==> src/rtl/sub_pkg.sv <==
// Shared types and helpers for the serial subtractor slice.
package sub_pkg;

    typedef enum logic [1:0] {S_IDLE, S_RUN, S_DONE} sub_state_t;

    // Width of the digit counter; never narrower than one bit.
    function automatic int cnt_width(input int steps);
        return (steps > 1) ? $clog2(steps) : 1;
    endfunction

endpackage

==> src/rtl/subtractor_1.sv <==
// One-bit full subtractor cell: d = a - b - Bin with borrow out.
module subtractor_1 (
    input  logic a,
    input  logic b,
    input  logic Bin,
    output logic d,
    output logic Bout
);

    assign d    = a ^ b ^ Bin;
    assign Bout = (~a & b) | (~(a ^ b) & Bin);

endmodule

==> src/rtl/serial_subtractor_n.sv <==
// Multi-cycle N-bit subtractor D = a - b - Bin, DIGIT bits per clock, LSB first.
// Handshake: a beat transfers on a rising edge where valid && ready are both high.
module serial_subtractor_n
    import sub_pkg::*;
#(
    parameter int N     = 32,
    parameter int DIGIT = 1
) (
    input  logic         clk,
    input  logic         rst_n,
    input  logic         in_valid,
    output logic         in_ready,
    input  logic [N-1:0] a,
    input  logic [N-1:0] b,
    input  logic         Bin,
    output logic         out_valid,
    input  logic         out_ready,
    output logic [N-1:0] D,
    output logic         Bout,
    output logic         overflow,
    output logic         zero,
    output logic         busy,
    output sub_state_t   dbg_state
);

    localparam int STEPS = N / DIGIT;
    localparam int CW    = cnt_width(STEPS);

    if (N % DIGIT != 0) begin : g_param_check
        $error("serial_subtractor_n: N must be a multiple of DIGIT");
    end

    sub_state_t     state, next_state;
    logic [N-1:0]   a_sh, b_sh, d_reg, d_next;
    logic [CW-1:0]  cnt;
    logic           borrow, a_msb, b_msb;
    logic           bout_r, ovf_r, zero_r;
    logic           last;
    logic [DIGIT-1:0] dig;
    logic [DIGIT:0]   bc;

    // Borrow ripples through the DIGIT cells within one clock.
    assign bc[0] = borrow;
    for (genvar i = 0; i < DIGIT; i++) begin : g_cell
        subtractor_1 u_cell (
            .a    (a_sh[i]),
            .b    (b_sh[i]),
            .Bin  (bc[i]),
            .d    (dig[i]),
            .Bout (bc[i+1])
        );
    end

    // New difference digit enters from the MSB side.
    assign d_next = N'({dig, d_reg} >> DIGIT);
    assign last   = (state == S_RUN) && (cnt == CW'(STEPS - 1));

    always_ff @(posedge clk or negedge rst_n) begin
        if (!rst_n) state <= S_IDLE;
        else        state <= next_state;
    end

    always_comb begin
        next_state = state;
        in_ready   = 1'b0;
        out_valid  = 1'b0;
        busy       = 1'b1;
        case (state)
            S_IDLE: begin
                in_ready = 1'b1;
                busy     = 1'b0;
                if (in_valid) next_state = S_RUN;
            end
            S_RUN: begin
                if (last) next_state = S_DONE;
            end
            S_DONE: begin
                out_valid = 1'b1;
                if (out_ready) next_state = S_IDLE;
            end
            default: next_state = S_IDLE;
        endcase
    end

    always_ff @(posedge clk or negedge rst_n) begin
        if (!rst_n) begin
            a_sh   <= '0;
            b_sh   <= '0;
            d_reg  <= '0;
            cnt    <= '0;
            borrow <= 1'b0;
            a_msb  <= 1'b0;
            b_msb  <= 1'b0;
            bout_r <= 1'b0;
            ovf_r  <= 1'b0;
            zero_r <= 1'b0;
        end else begin
            if (state == S_IDLE && in_valid) begin
                a_sh   <= a;
                b_sh   <= b;
                borrow <= Bin;
                cnt    <= '0;
                a_msb  <= a[N-1];
                b_msb  <= b[N-1];
            end else if (state == S_RUN) begin
                a_sh   <= a_sh >> DIGIT;
                b_sh   <= b_sh >> DIGIT;
                borrow <= bc[DIGIT];
                cnt    <= cnt + CW'(1);
                d_reg  <= d_next;
                // Flags are only meaningful once the last digit is in.
                if (last) begin
                    bout_r <= bc[DIGIT];
                    ovf_r  <= (a_msb != b_msb) && (d_next[N-1] != a_msb);
                    zero_r <= ~|d_next;
                end
            end
        end
    end

    assign D         = d_reg;
    assign Bout      = bout_r;
    assign overflow  = ovf_r;
    assign zero      = zero_r;
    assign dbg_state = state;

endmodule

==> config.mk <==
export PLATFORM = sky130hd
export DESIGN_NAME = serial_subtractor_n
export DESIGN_NICKNAME = d
export VERILOG_FILES = /design/src/rtl/sub_pkg.sv /design/src/rtl/subtractor_1.sv /design/src/rtl/serial_subtractor_n.sv
export SDC_FILE = /design/constraint.sdc
export NUM_CORES = 1
export LEC_CHECK = 0
export CORE_MARGIN = 2
export CORE_UTILIZATION = 25
export CTS_CLUSTER_DIAMETER = 50
export DETAILED_ROUTE_END_ITERATION = 8
export HOLD_SLACK_MARGIN = 0.15
export PLACE_DENSITY = 0.44
export REMOVE_ABC_BUFFERS = 1
export SYNTH_ARGS = -nofsm -noshare
export SYNTH_HDL_FRONTEND = slang
export SYNTH_HIERARCHICAL = 1
export SYNTH_SLANG_ARGS = --single-unit
==> constraint.sdc <==
create_clock -name clk -period 3.51 [get_ports clk]
set_clock_uncertainty 0.1 [all_clocks]
set_input_delay 0.702 -clock clk [delete_from_list [all_inputs] [get_ports clk]]
set_output_delay 0.702 -clock clk [all_outputs]
set_load 0.01 [all_outputs]
==> impl_metrics.tcl <==
set metrics [dict create \
    rows 49 \
    achievable-frequency_mhz 409 \
    multi_input_area_um2 1670 \
    worstSetupPathType "flip-flop to primary output" \
    n_fill_cell 1835 \
    tns_ps 0 \
    synth_flop_cell "dfrtp_1" \
    start_kind "flip-flop" \
    grt_pass1_wl_um 19500 \
    drtAntennaViolNets 0 \
    finalNonFillerCells 807 \
    avgSynthCellArea_um2 9.50 \
    hpwl_um 7450 \
    p_per_area_nw_per_um2 785 \
    port_buffers 108 \
    antennaDiodeCount 0 \
    final.min_clock_period_ps 2450 \
    synthArstFlopShare_pct 100 \
    crit_fanout 8 \
    cp-end-kind "primary output" \
    relSlewSlack_pct 51.3 \
    drc_errors 0 \
    power_mw 4.82 \
    finalHoldViolations 0 \
    worst-path-buf-inv 2 \
    cp_data_arrival_time_ps 1640 \
    viasPerCell 4.51 \
    ios 109 \
    first_iter_violations 196 \
    post_cts_resized 0 \
    htreeDepth 3 \
    cp_cell_sequence "nand2b_1 > inv_1 > clkdlybuf4s50_1" \
    rsz0062_at_grt "no" \
    die_h_um 139 \
    cts.sinks 109 \
    synth_seq_cells 109 \
    start_util_pct 25.4 \
    place_inst 791 \
    fin_ws_ps 1060 \
    synth_edf_count 0 \
    finalWirelength_um 11400 \
    hold_class "input port to async pin" \
    dr.pass1.iters 4 \
    layout.nets 645 \
    cts_root_buffer "clkbuf_16" \
    grt_pass1_vias 3705 \
    die_area_um2 19300 \
    peakVddDrop_mv 0.287 \
    worst_pin_slew_ps 731 \
    drive_above_1_share_pct 4.67 \
    wl_per_cell_um 14.2 \
    crit_required_ps 2710 \
    areaGrowthSynthToFinish_pct 35.2 \
    finalCritPeriodShare_pct 69.7 \
    cts_buffers 9 \
    final_util_pct 34.3 \
    overflow 0 \
    cp_top_family "buffers and inverters" \
    leakage_nw 2.91 \
    track_usage_pct 12.3 \
    setup_viol 0 \
    pre_cts_ws_ps 1090 \
    ys_seq_area_share_pct 60.1 \
    seqCellArea_um2 2730 \
    slew_viol_final 0 \
    gp_congestion 0.737 \
    maxCapViolations 0 \
    ys_warn_count 6 \
    max_stage_delay_ps 520 \
    yosys.cell_types.count 24 \
    postSynthCellCount 478 \
    critPathSlowestCell "clkdlybuf4s50_1" \
    antenna_found_initial 0 \
    grt_max_degree 72 \
    ctsHoldBuffers 0 \
    cts_tree "built" \
    clk_path_buf_depth 2 \
    clk_latency_ps 350 \
    clk_pin_slew_worst_paths_ps 70 \
    synth_area_um2 4540 \
    dr_total_vias 3643 \
    cts_setup_buffers 0 \
    core-area_um2 17900 \
    die_width_um 139 \
    run_status "complete, no violations" \
]
==> flip-flops by register name (all words and copies together) (netlist names), 2 cells and up <==
signal / count
D: 32
dbg_state: 2
b_sh: 32
cnt: 5
a_sh: 32
==> path summary, 6_finish.rpt <==
path                            cells past startpoint                      from  slack (ps)             endpoint
min in group clk                                    2       a_sh[6]$_DFFE_PN0P_         380  a_sh[6]$_DFFE_PN0P_
max in group asynchronous                           2                     rst_n        2200    D[31]$_DFFE_PN0P_
worst min-delay path                                1                     rst_n         300     D[7]$_DFFE_PN0P_
worst min register to register                      2       a_sh[6]$_DFFE_PN0P_         380  a_sh[6]$_DFFE_PN0P_
worst max register to register                      4  dbg_state[0]$_DFFE_PN0P_        1560  a_sh[2]$_DFFE_PN0P_
worst max-delay path                                3  dbg_state[0]$_DFFE_PN0P_        1060            out_valid
==> synthesized netlist by cell type, drive strengths merged, types with 2 or more instances <==
library cell,instances,area (um^2)
nor4,8,50.1
clkbuf,5,18.8
nand2b,3,18.8
nor3b,2,15.0
nor2b,2,12.5
o21bai,2,15.0
mux2i,2,20.0
nand4,3,18.8
a21oi,2,10.0
inv,5,18.8
o21ai,5,25.0
ha,2,25.0
dfrtp,109,2730
nand2,230,863
mux2,3,33.8
buf,25,133
a22oi,63,473
a22o,2,17.5
==> layout make-up <==
class / count / area share [%]
flip-flops and latches: 109 / 44.4
clock inverters: 3 / 0.326
inverters: 5 / 0.306
clock buffers: 13 / 4.24
multi-input cells: 334 / 27.1
repair buffers: 114 / 18.9
well taps: 229 / 4.67
==> cells by family (layout without fill, tap and decap cells) <==
logic type               count (synthesis)  count (layout)  synth area share [%]
AND/OR/NAND/NOR                        251             251                  21.9
AO/OA/AOI/OAI                           75              75                  12.1
buffers and inverters                   35             135                  3.75
multiplexers                             5               5                  1.18
adder cells (fa/ha/maj)                  3               3                 0.992
flip-flops                             109             109                  60.1
==> report_power, final <==
group | switching (mW) | internal, mW
combinational | 0.874 | 0.823
sequential | 0.377 | 1.76
clock | 0.461 | 0.521
total | 1.71 | 3.11
==> per-stage QoR <==
step                      hold slack (ps)  area (um^2)
after floorplan                       306         4390
after global placement                358         5860
after detailed placement              363         5860
after CTS                             317         6140
after global routing                  349         6140
final                                 303         6140
==> cell usage in the layout, fill, tap and decap left out <==
cell,instances
a22oi_1,63
clkinv_2,1
nor2b_1,1
nor3b_1,1
clkinvlp_4,2
nor3b_2,1
buf_4,4
clkbuf_1,2
clkbuf_8,2
o31ai_1,1
nand2_1,230
nor4_1,8
nor2b_4,1
mux2_2,3
nand4_1,3
a21oi_1,2
and3_1,1
o21bai_1,1
ha_1,2
buf_12,3
clkdlybuf4s50_1,107
clkbuf_16,9
nand2b_1,3
dfrtp_1,109
mux2i_1,2
o21ai_0,5
a22o_1,2
inv_1,5
nand3b_1,1
fa_1,1
o21bai_4,1
nor2_1,1
==> layer usage <==
layer  vias up  wire (um)  share of wire, %  track usage [%]
li1       1781          -                 -                -
met1      1752       5690                50             17.2
met2       105       4830                42             18.1
met3         5        840               7.3             5.11
met4         0         82              0.72             2.29
met5         -          0                 0                0
Power figures use the tool's default switching activity.
